[src/rtl/rt_receive_device_pkg.sv]
// Shared MKIO remote-terminal definitions: FSM states, word field positions
// and small helpers for decoding command words and building status words.
package rt_receive_device_pkg;

  localparam int WORD_W     = 16;
  localparam int PTR_W      = 5;
  localparam int MEM_DEPTH  = 32;

  // Command word fields
  localparam int CMD_ADDR_HI = 15;
  localparam int CMD_ADDR_LO = 11;
  localparam int CMD_TR      = 10;
  localparam int CMD_N_HI    = 4;
  localparam int CMD_N_LO    = 0;

  // Status word fields
  localparam int SW_ADDR_HI  = 15;
  localparam int SW_ADDR_LO  = 11;
  localparam int SW_MSG_ERR  = 10;

  typedef enum logic [3:0] {
    ST_IDLE,
    ST_DATA_WAIT,
    ST_WRITE,
    ST_CHECK,
    ST_PAUSE,
    ST_LOAD_OS,
    ST_TX_WAIT,
    ST_SEND_OS,
    ST_DONE
  } state_t;

  // Word count field of a command: 0 encodes a full 32-word message
  function automatic logic [5:0] cmd_word_count(input logic [WORD_W-1:0] cmd);
    logic [4:0] n;
    n = cmd[CMD_N_HI:CMD_N_LO];
    return (n == 5'd0) ? 6'd32 : {1'b0, n};
  endfunction

  // Response word: RT address, message-error flag, remaining flags clear
  function automatic logic [WORD_W-1:0] status_word(input logic [4:0] addr,
                                                    input logic       err);
    logic [WORD_W-1:0] sw;
    sw = '0;
    sw[SW_ADDR_HI:SW_ADDR_LO] = addr;
    sw[SW_MSG_ERR]            = err;
    return sw;
  endfunction

endpackage

[src/rtl/rt_receive_device_mem.sv]
// 32x16 simple dual-port RAM: one write port, one registered read port.
// A read of the address being written in the same cycle returns old data.
module rt_receive_device_mem
  import rt_receive_device_pkg::*;
(
  input  logic              clk,
  input  logic              reset_n,
  input  logic              we,
  input  logic [PTR_W-1:0]  waddr,
  input  logic [WORD_W-1:0] wdata,
  input  logic [PTR_W-1:0]  raddr,
  output logic [WORD_W-1:0] rdata
);

  logic [WORD_W-1:0] mem [MEM_DEPTH];

  // Write port; storage is never cleared
  always_ff @(posedge clk) begin
    if (we) mem[waddr] <= wdata;
  end

  // Registered read port, output cleared on reset
  always_ff @(posedge clk or negedge reset_n) begin
    if (!reset_n) rdata <= '0;
    else          rdata <= mem[raddr];
  end

endmodule

[src/rtl/rt_receive_device.sv]
// MKIO remote-terminal receive channel (BC->RT). Accepts a receive command
// for this RT, stores N data words, waits the response pause and hands the
// status word to the TX encoder. Host reads stored words via rd_addr/rd_data.
module rt_receive_device
  import rt_receive_device_pkg::*;
#(
  parameter logic [4:0] ADDRESS      = 5'd1,
  parameter logic [7:0] PAUSE_CYCLES = 8'hFF,
  parameter logic [7:0] GAP_TIMEOUT  = 8'd40,
  parameter logic [1:0] TX_STROBE    = 2'd3
) (
  input  logic              clk,
  input  logic              reset_n,
  input  logic              start,
  input  logic [WORD_W-1:0] rx_data,
  input  logic              rx_cd,
  input  logic              rx_done,
  input  logic              p_error,
  output logic [WORD_W-1:0] tx_data,
  output logic              tx_cd,
  output logic              tx_ready,
  input  logic              tx_busy,
  input  logic [PTR_W-1:0]  rd_addr,
  output logic [WORD_W-1:0] rd_data,
  output logic              busy,
  output logic              done,
  output logic              msg_error,
  output logic [5:0]        word_count
);

  state_t            state;
  logic [PTR_W-1:0]  wr_ptr;
  logic [5:0]        n_words;
  logic [7:0]        gap_cnt;
  logic [7:0]        pause_cnt;
  logic [1:0]        strb_cnt;
  logic [WORD_W-1:0] word_buf;
  logic              word_err;
  logic              cmd_ok;

  // Receive command addressed to this RT; overrides any state
  assign cmd_ok = start && (rx_data[CMD_ADDR_HI:CMD_ADDR_LO] == ADDRESS) && !rx_data[CMD_TR];

  // Hold the received data word for the WRITE cycle (rx_data is only valid with rx_done)
  always_ff @(posedge clk) begin
    if (state == ST_DATA_WAIT && rx_done) begin
      word_buf <= rx_data;
      word_err <= p_error;
    end
  end

  // Message FSM with counters and registered outputs
  always_ff @(posedge clk or negedge reset_n) begin
    if (!reset_n) begin
      state      <= ST_IDLE;
      tx_data    <= '0;
      tx_cd      <= 1'b0;
      tx_ready   <= 1'b0;
      busy       <= 1'b0;
      done       <= 1'b0;
      msg_error  <= 1'b0;
      word_count <= '0;
      wr_ptr     <= '0;
      n_words    <= '0;
      gap_cnt    <= '0;
      pause_cnt  <= '0;
      strb_cnt   <= '0;
    end else if (cmd_ok) begin
      state      <= ST_DATA_WAIT;
      n_words    <= cmd_word_count(rx_data);
      word_count <= '0;
      msg_error  <= 1'b0;
      wr_ptr     <= '0;
      gap_cnt    <= '0;
      busy       <= 1'b1;
      done       <= 1'b0;
      tx_ready   <= 1'b0;
    end else begin
      done <= 1'b0;
      case (state)
        ST_DATA_WAIT: begin
          if (rx_done) begin
            if (rx_cd) begin
              state <= ST_WRITE;
            end else begin
              msg_error <= 1'b1;
              busy      <= 1'b0;
              state     <= ST_IDLE;
            end
          end else if (gap_cnt == GAP_TIMEOUT - 8'd1) begin
            msg_error <= 1'b1;
            busy      <= 1'b0;
            state     <= ST_IDLE;
          end else begin
            gap_cnt <= gap_cnt + 8'd1;
          end
        end
        ST_WRITE: begin
          msg_error  <= msg_error | word_err;
          wr_ptr     <= wr_ptr + 5'd1;
          word_count <= word_count + 6'd1;
          state      <= ST_CHECK;
        end
        ST_CHECK: begin
          if (word_count == n_words) begin
            pause_cnt <= '0;
            state     <= ST_PAUSE;
          end else begin
            gap_cnt <= '0;
            state   <= ST_DATA_WAIT;
          end
        end
        ST_PAUSE: begin
          if (rx_done) msg_error <= 1'b1;
          if (pause_cnt == PAUSE_CYCLES - 8'd1) state <= ST_LOAD_OS;
          else                                  pause_cnt <= pause_cnt + 8'd1;
        end
        ST_LOAD_OS: begin
          tx_cd   <= 1'b0;
          tx_data <= status_word(ADDRESS, msg_error);
          state   <= ST_TX_WAIT;
        end
        ST_TX_WAIT: begin
          if (!tx_busy) begin
            tx_ready <= 1'b1;
            strb_cnt <= '0;
            state    <= ST_SEND_OS;
          end
        end
        ST_SEND_OS: begin
          if (strb_cnt == TX_STROBE - 2'd1) begin
            tx_ready <= 1'b0;
            done     <= 1'b1;
            busy     <= 1'b0;
            state    <= ST_DONE;
          end else begin
            strb_cnt <= strb_cnt + 2'd1;
          end
        end
        ST_DONE: state <= ST_IDLE;
        default: state <= ST_IDLE;
      endcase
    end
  end

  rt_receive_device_mem u_mem (
    .clk     (clk),
    .reset_n (reset_n),
    .we      (state == ST_WRITE),
    .waddr   (wr_ptr),
    .wdata   (word_buf),
    .raddr   (rd_addr),
    .rdata   (rd_data)
  );

endmodule

[config.mk]
export PLATFORM = sky130hd
export DESIGN_NAME = rt_receive_device
export DESIGN_NICKNAME = d
export VERILOG_FILES = /design/src/rtl/rt_receive_device_pkg.sv /design/src/rtl/rt_receive_device_mem.sv /design/src/rtl/rt_receive_device.sv
export SDC_FILE = /design/constraint.sdc
export NUM_CORES = 1
export LEC_CHECK = 0
export ABC_AREA = 1
export CAP_MARGIN = 20
export CORE_MARGIN = 4
export CORE_UTILIZATION = 35
export CTS_CLUSTER_SIZE = 10
export DETAILED_ROUTE_END_ITERATION = 6
export HOLD_SLACK_MARGIN = 0.06
export PLACE_DENSITY = 0.54
export SYNTH_ARGS = -nofsm -noshare
export SYNTH_HDL_FRONTEND = slang
export SYNTH_SLANG_ARGS = --single-unit
[constraint.sdc]
create_clock -name clk -period 4.1 [get_ports clk]
set_clock_uncertainty 0.1 [all_clocks]
set_input_delay 0.82 -clock clk [delete_from_list [all_inputs] [get_ports clk]]
set_output_delay 0.82 -clock clk [all_outputs]
set_load 0.05 [all_outputs]
==> impl_metrics.toml <==
[drt]
drt_first_pass_iters = 5
wirelength_um = 64200
wl_per_cell_um = 20.0
vias_per_cell = 5.00
antenna_left = 0
drc_errors = 0
vias = 16100
drt_iter0_drc = 1413

[global_routing]
grt_use_met2_pct = 27.0
grt.overflow.total = 0
first_global_vias = 15200
met3_usage_pct = 3.07
groute.usage.overall_pct = 17.0
grt_pass1_wl_um = 96000
met1_usage_pct = 24.0
antenna_found_initial = 1
grt_max_degree = 129
grt-busiest-layer = "met2"

[pwr]
share_seq_of_total_power_pct = 48.9
power.internal_mw = 10.7
total_power_mw = 14.4
ir_drop_v = 0.000350
p_switching_mw = 3.72
p_leak_nw = 10.5
p_clk_share_pct = 39.6
swShare_pct = 25.8
pwr-share-comb_pct = 11.5
power_density_nw_per_um2 = 509

[clocking]
cts_resized = 0
clockBufferDepth = 3
cts_tree = "built"
cts-root-buf = "clkbuf_16"
clkSinkCount = 590
h-tree-depth = 3
clkTransAtPathRegs_ns = 0.05
cts_buffers = 70
clk_latency_ns = 0.59
cts_setup_buffers = 0

[yosys]
yosysTopAreaCell = "edfxtp_1"
netlist_area_um2 = 24500
synth-seq-cells = 590
yosysUniqueCellTypes = 35
synth.area.top_cells = "edfxtp_1, nand2_1, nand3_1"
synthCells = 2154
ys_seq_area_share_pct = 71.0
yosys_warnings = 0
avgSynthCellArea_um2 = 11.4
synth_top_area_share_pct = 64.8

[layout]
fin_util_pct = 40.9
area_delta_synth_final_pct = 15.2
fin_cells = 3214
fill_cells = 6453
drive_gt1_share_pct = 7.84
diodes = 0
final_nets = 2269

[sta]
setup_viol = 0
worst_pin_slew_ns = 1.01
rsz0062_at_grt = "false"
finalHoldViolCount = 0
max_clock_freq_ghz = 0.349
fin_crit_ns = 2.87
slew_viol_final = 0
period_share_pct = 69.9
slew_headroom_pct = 32.4
tns_ns = 0

[setup_path]
cp.required_ns = 4.28
cpPeakStageDelay_ns = 0.60
cp_max_fo = 13
cp_common_cell = "nor2_1"
crit_path_start_kind = "register"
arrival_ns = 3.04
crit_slowest_cell = "nor2_1"
worstSetupEndpointType = "register"
path_class = "register to register"
path_cells = "nor2_2 -> inv_2 -> nor2_1 -> nand2_1 -> nor2_1 -> buf_4"

[floorplanning]
design.die.area_um2 = 74400
die_width_um = 273
die_height_um = 273
pin_count = 71
coreArea_um2 = 69100
initial_core_util_pct = 35.5
rows = 96

[place]
globalplace.congestion = 0.789
port_buffers = 55
placed_cells = 3086
dp_hpwl_um = 36100

[outcome]
status = "finished, final reports clean"

[min_path]
hold_class = "register to register"

[run]
cap_violations = 0
[worst max-delay path: cells and delay by family, from the launching register on]
family / cells / cell delay, ns
buf+inv: 2 / 0.39
flops: 1 / 0.42
simple gates: 4 / 1.64
[cells in the mapped netlist]
cell type and number:
nor2_2 3, buf_1 10, nand3_2 2, edfxtp_1 529, nand4_1 11, and2_1 16
o21bai_1 1, buf_4 23, inv_1 49, clkbuf_1 20, buf_2 53, o21ai_1 3
dfrtp_1 61, a211oi_1 3, nor3_1 10, ha_1 9, o21ai_2 4, xnor2_1 2
a21oi_1 8, conb_1 1, nor2_4 2, or2_2 2, nand3_1 446, nand2_2 2
o21ai_0 17, nor4_1 2, inv_4 1, xor2_1 4, nand2_1 755, buf_6 27
o21ba_2 1, nor2_1 70, inv_2 4, o31ai_1 2, or2_0 1
[through the flow]
stage | area [um2] | hold WS, ns | setup WS, ns
after floorplan | 24600 | 0.354 | 1.44
after global placement | 26000 | 0.353 | 1.17
after detailed placement | 26100 | 0.361 | 1.06
after CTS | 28100 | 0.383 | 1.24
after global routing | 28200 | 0.409 | 1.04
final | 28200 | 0.378 | 1.23
[power groups by stage]
stage	logic, mW	registers (mW)	clock network, mW
2_1_floorplan	0.896	7.30	0
3_3_place_gp	1.61	7.16	0
3_5_place_dp	1.63	7.16	0
4_1_cts	1.64	7.04	5.84
5_1_grt	1.83	7.05	6.09
6_report	1.66	7.03	5.70
[sequential cells by signal (all words and copies together) (netlist names)]
signal,count
u_mem.mem,512
wr_ptr,5
msg_error,1
done,1
n_words,6
gap_cnt,8
u_mem.rdata,16
word_err,1
state,4
tx_ready,1
busy,1
strb_cnt,2
word_buf,16
tx_data,2
pause_cnt,8
word_count,6
[final timing paths]
| path | cells past startpoint | end | start | slack, ns |
|---|---|---|---|---|
| hold reg to reg | 2 | tx_data[11]$_DFFE_PN0P_ | tx_data[11]$_DFFE_PN0P_ | 0.38 |
| min in group asynchronous | 2 | tx_ready$_DFFE_PN0P_ | reset_n | 0.61 |
| setup reg to reg | 6 | u_mem.mem[10][7]$_DFFE_PP_ | state[2]$_DFFE_PN0P_ | 1.23 |
| max in group asynchronous | 3 | word_count[0]$_DFFE_PN0P_ | reset_n | 2.69 |
| hold / removal | 2 | tx_data[11]$_DFFE_PN0P_ | tx_data[11]$_DFFE_PN0P_ | 0.38 |
| setup / recovery | 6 | u_mem.mem[10][7]$_DFFE_PP_ | state[2]$_DFFE_PN0P_ | 1.23 |
[cell usage in the layout, fill, tap and decap left out, types with 7 or more instances in the layout]
master           instances
edfxtp_1               529
clkbuf_16               72
ha_1                     9
and2_1                  16
nand2_1                755
inv_1                   48
nor2_1                  69
clkbuf_1                41
nand4_1                 11
a21oi_1                  8
clkdlybuf4s50_1         51
o21ai_0                 17
buf_12                  10
buf_4                   56
nor3_1                   7
dfrtp_1                 61
conb_1                  15
nand3_1                446
[cell families after synthesis]
group	share of synthesized area (%)
xor gates and xnor gates	0.214
DFF	71.0
buffers and inverters	4.32
and+or+nand+nor	23.1
other	0.0153
AOI/OAI and AO/OA	0.939
adders and majority gates	0.459
[layer usage]
| metal | vias up | routed length, um | part of all wire (%) |
|---|---|---|---|
| met4 | 0 | 1650 | 2.6 |
| met2 | 516 | 29900 | 47 |
| met3 | 114 | 4270 | 6.6 |
| met5 | - | 0 | 0 |
| met1 | 7875 | 28400 | 44 |
| li1 | 7577 | - | - |
[area by class of cell]
class	count	area, um2	share of cell area (%)
clock buffers	115	1980	7.02
clock inverters	8	85.1	0.301
inverters	54	210	0.744
multi-input cells	1391	6120	21.7
flip-flops and latches	590	17400	61.7
well taps	931	1160	4.12
repair buffers	125	1260	4.47
[repair_timing]
item	CTS	global route
hold buffers	1	0
endpoints found under the hold margin	13	0
setup endpoints to repair	0	0
No activity file was read; power rests on OpenSTA's default activity.
